$ cat config.mk
export PLATFORM = sky130hd
export DESIGN_NAME = mdu_sequencer
export DESIGN_NICKNAME = d
export VERILOG_FILES = /design/src/rtl/mdu_sequencer.sv
export SDC_FILE = /design/constraint.sdc
export NUM_CORES = 1
export LEC_CHECK = 0
export ABC_CLOCK_PERIOD_IN_PS = 2100
export CAP_MARGIN = 15
export CORE_ASPECT_RATIO = 0.7
export CORE_MARGIN = 10
export CORE_UTILIZATION = 25
export CTS_CLUSTER_DIAMETER = 100
export DETAILED_ROUTE_END_ITERATION = 16
export PLACE_DENSITY = 0.45
export SYNTH_ARGS = -nofsm -noshare
export SYNTH_HDL_FRONTEND = slang
export SYNTH_SLANG_ARGS = --single-unit
$ cat constraint.sdc
create_clock -name clk -period 2.1 [get_ports clk]
set_input_delay 0.315 -clock clk [delete_from_list [all_inputs] [get_ports clk]]
set_output_delay 0.315 -clock clk [all_outputs]
set_load 0.03 [all_outputs]
$ cat src/rtl/mdu_sequencer.sv
// Control FSM for the carry-save multiply/divide kernel: load, iterate, save remainder, sign fix, done.
// Optional divide-by-zero bypass enabled by defining MDU_DIV0_BYPASS_EN.
module mdu_sequencer #(
  parameter int parallelism = 32,
  parameter int CNT_W       = 6
) (
  input  logic       clk,
  input  logic       rst_n,
  input  logic       in_valid,
  output logic       in_ready,
  input  logic [2:0] in_opCode,
  input  logic       dividend_sign,
  input  logic       rem_sign,
  input  logic       rem_zero,
  input  logic       divisor_zero,
  output logic [2:0] opCode,
  output logic       load_en,
  output logic       iter_en,
  output logic       saveReminder,
  output logic       corr_en,
  output logic       res_sel_hi,
  output logic       out_valid,
  input  logic       out_ready,
  output logic       div0_flag
);

  typedef enum logic [2:0] {
    S_IDLE,
    S_LOAD,
    S_ITER,
    S_SAVE,
    S_FIX,
    S_DONE
  } state_e;

  localparam logic [CNT_W-1:0] MUL_LAST = CNT_W'(parallelism - 1);
  localparam logic [CNT_W-1:0] DIV_LAST = CNT_W'(parallelism);

  state_e           state_q;
  logic [CNT_W-1:0] cnt_q;
  logic [2:0]       opcode_q;
  logic             load_en_q;
  logic             iter_en_q;
  logic             save_q;
  logic             in_ready_q;
  logic             out_valid_q;

  logic             iter_last;
  logic             div0_req;
  logic             div0_q;

  assign iter_last = (cnt_q == (opcode_q[2] ? DIV_LAST : MUL_LAST));

`ifdef MDU_DIV0_BYPASS_EN
  logic div0_flag_q;

  assign div0_req = opcode_q[2] & divisor_zero;

  always_ff @(posedge clk or negedge rst_n) begin
    if (!rst_n) begin
      div0_q      <= 1'b0;
      div0_flag_q <= 1'b0;
    end else begin
      if (state_q == S_LOAD) begin
        div0_q <= div0_req;
      end
      if (state_q == S_FIX) begin
        div0_flag_q <= div0_q;
      end else if ((state_q == S_DONE) && out_ready) begin
        div0_flag_q <= 1'b0;
        div0_q      <= 1'b0;
      end
    end
  end

  assign div0_flag = div0_flag_q;
`else
  logic unused_divisor_zero;

  assign unused_divisor_zero = divisor_zero;
  assign div0_req            = 1'b0;
  assign div0_q              = 1'b0;
  assign div0_flag           = 1'b0;
`endif

  // Every operation passes through FIX so multiply and bypass paths get their
  // settle cycle; correction only fires for a real divide, sampling the final
  // remainder status in that cycle.
  assign corr_en = (state_q == S_FIX) && opcode_q[2] && !div0_q && !rem_zero &&
                   (rem_sign != (opcode_q[0] ? 1'b0 : dividend_sign));

  always_ff @(posedge clk or negedge rst_n) begin
    if (!rst_n) begin
      state_q     <= S_IDLE;
      cnt_q       <= '0;
      opcode_q    <= '0;
      load_en_q   <= 1'b0;
      iter_en_q   <= 1'b0;
      save_q      <= 1'b0;
      in_ready_q  <= 1'b1;
      out_valid_q <= 1'b0;
    end else begin
      load_en_q <= 1'b0;
      save_q    <= 1'b0;
      case (state_q)
        S_IDLE: begin
          if (in_valid) begin
            opcode_q   <= in_opCode;
            state_q    <= S_LOAD;
            load_en_q  <= 1'b1;
            in_ready_q <= 1'b0;
          end
        end
        S_LOAD: begin
          cnt_q <= '0;
          if (div0_req) begin
            state_q <= S_FIX;
          end else begin
            state_q   <= S_ITER;
            iter_en_q <= 1'b1;
          end
        end
        S_ITER: begin
          if (cnt_q != '1) begin
            cnt_q <= cnt_q + 1'b1;
          end
          if (iter_last) begin
            iter_en_q <= 1'b0;
            save_q    <= opcode_q[2];
            state_q   <= opcode_q[2] ? S_SAVE : S_FIX;
          end
        end
        S_SAVE: begin
          state_q <= S_FIX;
        end
        S_FIX: begin
          state_q     <= S_DONE;
          out_valid_q <= 1'b1;
        end
        S_DONE: begin
          if (out_ready) begin
            state_q     <= S_IDLE;
            out_valid_q <= 1'b0;
            in_ready_q  <= 1'b1;
          end
        end
        default: begin
          state_q     <= S_IDLE;
          iter_en_q   <= 1'b0;
          out_valid_q <= 1'b0;
          in_ready_q  <= 1'b1;
        end
      endcase
    end
  end

  assign opCode       = opcode_q;
  assign res_sel_hi   = opcode_q[1];
  assign load_en      = load_en_q;
  assign iter_en      = iter_en_q;
  assign saveReminder = save_q;
  assign in_ready     = in_ready_q;
  assign out_valid    = out_valid_q;

endmodule

Yosys cells after proc, flatten, opt, wreduce, memory -nomap -nowiden
Index checks and enable logic that the tools add are counted.

$add $sub $neg: 1. Muxes and demuxes: 20. Reduce and logical (&&, ||, !) cells: 15. Bitwise gates (word level): 3. Equality and inequality tests: 12.

Operators with widths (number): 3-bit one-hot mux with 6 select lines (1); 3-bit two-way mux (4); 6-bit two-way mux (2); 6-bit one-hot mux with 2 select lines (1); 4-bit OR reduction (3); 1-bit two-way mux (9); 1-bit one-hot mux with 3 select lines (3); 2-bit != test, second input constant (4); 2-bit AND reduction (4); 6-bit by 1-bit adder with 6-bit output, second input constant (1); 3-bit by 2-bit equality test with 1-bit output, second input constant (2); 3-bit equality test, second input constant (2); 6-bit equality test (1); 6-bit != test, second input constant (1); 3-bit AND reduction (2); 3-bit by 1-bit equality test with 1-bit output, second input constant (1); 1-bit logical AND (3); 3-bit zero test (1); 1-bit NOT (3); 2-bit nonzero test (1); 1-bit zero test (1); 1-bit != test (1).

Word-level logic and storage cells: 59. Flip-flop bits (word level): 17. Input bits: 11. Output and inout port bits: 11.

Logic depth before layout (Yosys ltp)
Depth in word-level cells: 4. Depth in mapped cells: 5. Depth with buffers taken out: 4.

Worst setup path before layout
Ideal clock, no wire load.

Kind: flip-flop to output port. Start: register state_q[2]. End: output port corr_en. Path slack: 67 ps. Cell stages (with the launch flop): 4. Arrival time: 1718 ps. Data required time: 1785 ps. Path buffers: 1. Path through: dfrtp_1 clkbuf_1 nand2_1 nor4_1.

Word-level cells in the longest chain between the ends: 4.

RTL lines: from (decl) (line 39) `state_e state_q;`; from (signal assigned) (line 130) `state_q <= opcode_q[2] ? S_SAVE : S_FIX;`; 3-bit equality test (line 89) `assign corr_en = (state_q == S_FIX) && opcode_q[2] && !div0_q && !rem_zero &&`; 1-bit logical AND (3 in series) (line 89); to (decl) (line 20) `output logic corr_en,`.

Every way passes these cells.

Worst setup path after layout
Start: register state_q[0]. End: output port corr_en.

Same word-level chain as after synthesis.

==> results by group <==
Clock tree
  – H-tree levels: 1
  – TritonCTS clock tree: done
  – Clk_lat worst skew: roughly 0.25 ns
  – Clk root buf: clkbuf_8
  – Clk buf depth: 2
  – CTS Buf Count: 3
  – # hold bufs at CTS: 0
  – Post-CTS setup buffers: 0
  – Clock Sinks: 17
  – Post-CTS sizing: 0
  – Clock slew at reported path FFs: 0.07 ns

Setup path
  – R2R Setup Slk: 0.51 ns
  – CP Class: flop to output port
  – Slowest-stage cell, CP: dfrtp_1
  – Arr. time, crit path: 1.52 ns
  – FF-to-FF path depth: 4
  – Crit-path cells: inv_1, nand2_1, nor4_1, buf_4
  – Reg-to-reg startpoint: state_q[2]
  – CP startpoint kind: flop
  – Data required, critical path: 1.78 ns
  – Worst-path fanout max: 7
  – Worst setup EP type: output port
  – Max incr delay on CP: 0.47 ns
  – RR Endpoint: cnt_q[1]

Synthesis
  – Synth Instances: 89
  – Yosys top cell area share: 45.1%
  – Avg Cell Area, Syn: 9.97 um2
  – Area leader, netlist: dfrtp_1
  – Mapped Area: 887 um2
  – Synth warn: 0
  – #FFs+latches synth: 17
  – Syn_nets: 101
  – Synth area leaders: dfrtp_1 45%, mux2_2 6.3%, nor2_1 3.8%, dfstp_2 3.0%, inv_1 3.0%
  – Post-synthesis cell type count: 36
  – Sequential share of the synthesized area: 48.1%

Cells and area
  – Share of post-route cells with drive strength above 1: 15.5%
  – Fillers: 376
  – Non-Filler Instances: 160
  – Ant diodes: 0
  – Most frequent cells in the layout: 18 x clkdlybuf4s50_1, 16 x dfrtp_1, 9 x nor2_1, 7 x inv_1, 5 x mux2_2
  – Layout Nets: roughly 120
  – Multi-input logic area: 412 um2
  – Final core occ: about a third
  – Storage cell area: 427 um2
  – Leading cell type in the layout, fill and taps excluded: clkdlybuf4s50_1
  – Area grow syn2layout: 32.6%
  – Final instance area: 0.00118 mm2

Pwr
  – Worst vdd ir: 574 uV
  – Design Power: approximately 1.7 mW
  – Pleak: 0.490 nW
  – PD cells: 1470 mW/mm2

Timing
  – WHS: roughly 0.39 ns
  – Final Hold Vio Count: 0
  – Slack of the critical path: 0.260 ns
  – RSZ-0062 raised after global routing: false
  – Pins Over Slew Limit: 0
  – Max Freq: 0.544 GHz
  – Clock skew: around 0.0036 ns
  – Final Cycle Share: 87.6%
  – Fin Setup TNS: 0 ns
  – Final setup violation count: 0
  – Minimum clock period: between 1.5 and 2 ns

Placed design
  – HPWL Detailed: 1580 um
  – Port Buffers: 19
  – Worst slack at placement: around 0.37 ns
  – Gp weighted congestion: between 0.7 and 0.8
  – Placed cell count: 156
  – DP Area: 0.00113 mm2

Global routing
  – Overflow after GRT: 0
  – First-pass GRT wire length: approximately 3600 um
  – Total GRT Usage: 6.80%
  – Initial antenna violation count: 0
  – Largest net degree at the start of global routing: 18
  – Vias in the first global route: 735

Route
  – Drt drc: 0
  – DR vias/cell: 4.48
  – DR vias: 717
  – DR WL/cell: 13.0 um
  – Number of DRC markers in iteration 0: 100
  – Routed wire length: 2080 um
  – Antenna Nets Post-Route: 0
  – DRT Pass-1 Iters: 4

Min path
  – Worst min path class: input pin to asynchronous set/reset pin

Floorplanning
  – Rows: 18
  – I/O pin count: 22
  – Die W: 91.2 um
  – Die height: 69.8 um
  – Die area: ~0.0064 mm2
  – Core ar.: between 0.003 and 0.004 mm2
  – Starting density of the core: 25.6%

Job
  – Max-cap violations: 0

Outcome
  – Status: completed
registers in the layout (all words and copies together), names as in the netlist:
| signal | flops |
|---|---|
| state_q | 3 |
| iter_en | 1 |
| saveReminder | 1 |
| out_valid | 1 |
| opCode | 3 |
| load_en | 1 |
| cnt_q | 6 |
| in_ready | 1 |
cell usage after synthesis, drive strengths merged:
cell,number
a211oi,2
a21o,1
a21oi,4
a22oi,1
a2bb2oi,1
a311oi,1
a31oi,1
and3,1
buf,2
clkbuf,2
conb,1
dfrtp,16
dfstp,1
ha,1
inv,7
mux2,5
mux2i,1
nand2,4
nand2b,1
nand3,4
nand4,3
nor2,9
nor2b,2
nor3,2
nor3b,1
nor4,2
nor4b,1
o21a,1
o21ai,3
o21ba,1
o22a,1
o22ai,2
or3,1
or3b,1
xnor2,2
worst max-delay path, delay by kind of cell, from the launching register on:
kind	cells	cell delay, ns
buffers and inverters	2	0.39
DFF	1	0.47
and+or+nand+nor	2	0.41
power breakdown:
group          internal (mW)  total [mW]  switching [mW]
Combinational          0.393       0.812           0.418
Clock                  0.132       0.243           0.111
Sequential             0.470       0.680           0.210
Total                  0.995        1.73           0.739
cell type report:
type                       instances  area share (%)
sequential                        17            36.3
multi-input combinational         61            35.0
timing repair buffer              21            17.2
tap                               50            5.32
clock buffer                       3            3.51
inverter                           7            2.23
clock inverter                     1           0.426
cell families (layout without fill, tap and decap cells):
group / count (synthesis) / in the layout / share of synthesized area [%]
buf+inv: 11 / 32 / 5.50
fa+ha+maj: 1 / 1 / 1.41
compound gates: 19 / 19 / 15.1
mux: 6 / 6 / 7.47
flops: 17 / 17 / 48.1
simple gates: 32 / 32 / 20.0
xor+xnor: 2 / 2 / 1.97
other cells: 1 / 1 / 0.423
per-layer routing:
layer  GRT usage (%)  share of wire, %
met5               0                 0
met4            1.04              0.82
met3            4.54               9.3
met2            9.75                42
met1            8.34                48
how the worst max path moves through the flow:
stage | from | to | cells past startpoint
after floorplan | state_q[2] | corr_en | 3
after global placement | dividend_sign | corr_en | 5
after detailed placement | dividend_sign | corr_en | 5
after CTS | state_q[0] | corr_en | 4
after global routing | state_q[0] | corr_en | 4
final | state_q[0] | corr_en | 4
No activity file was read; power rests on OpenSTA's default activity.
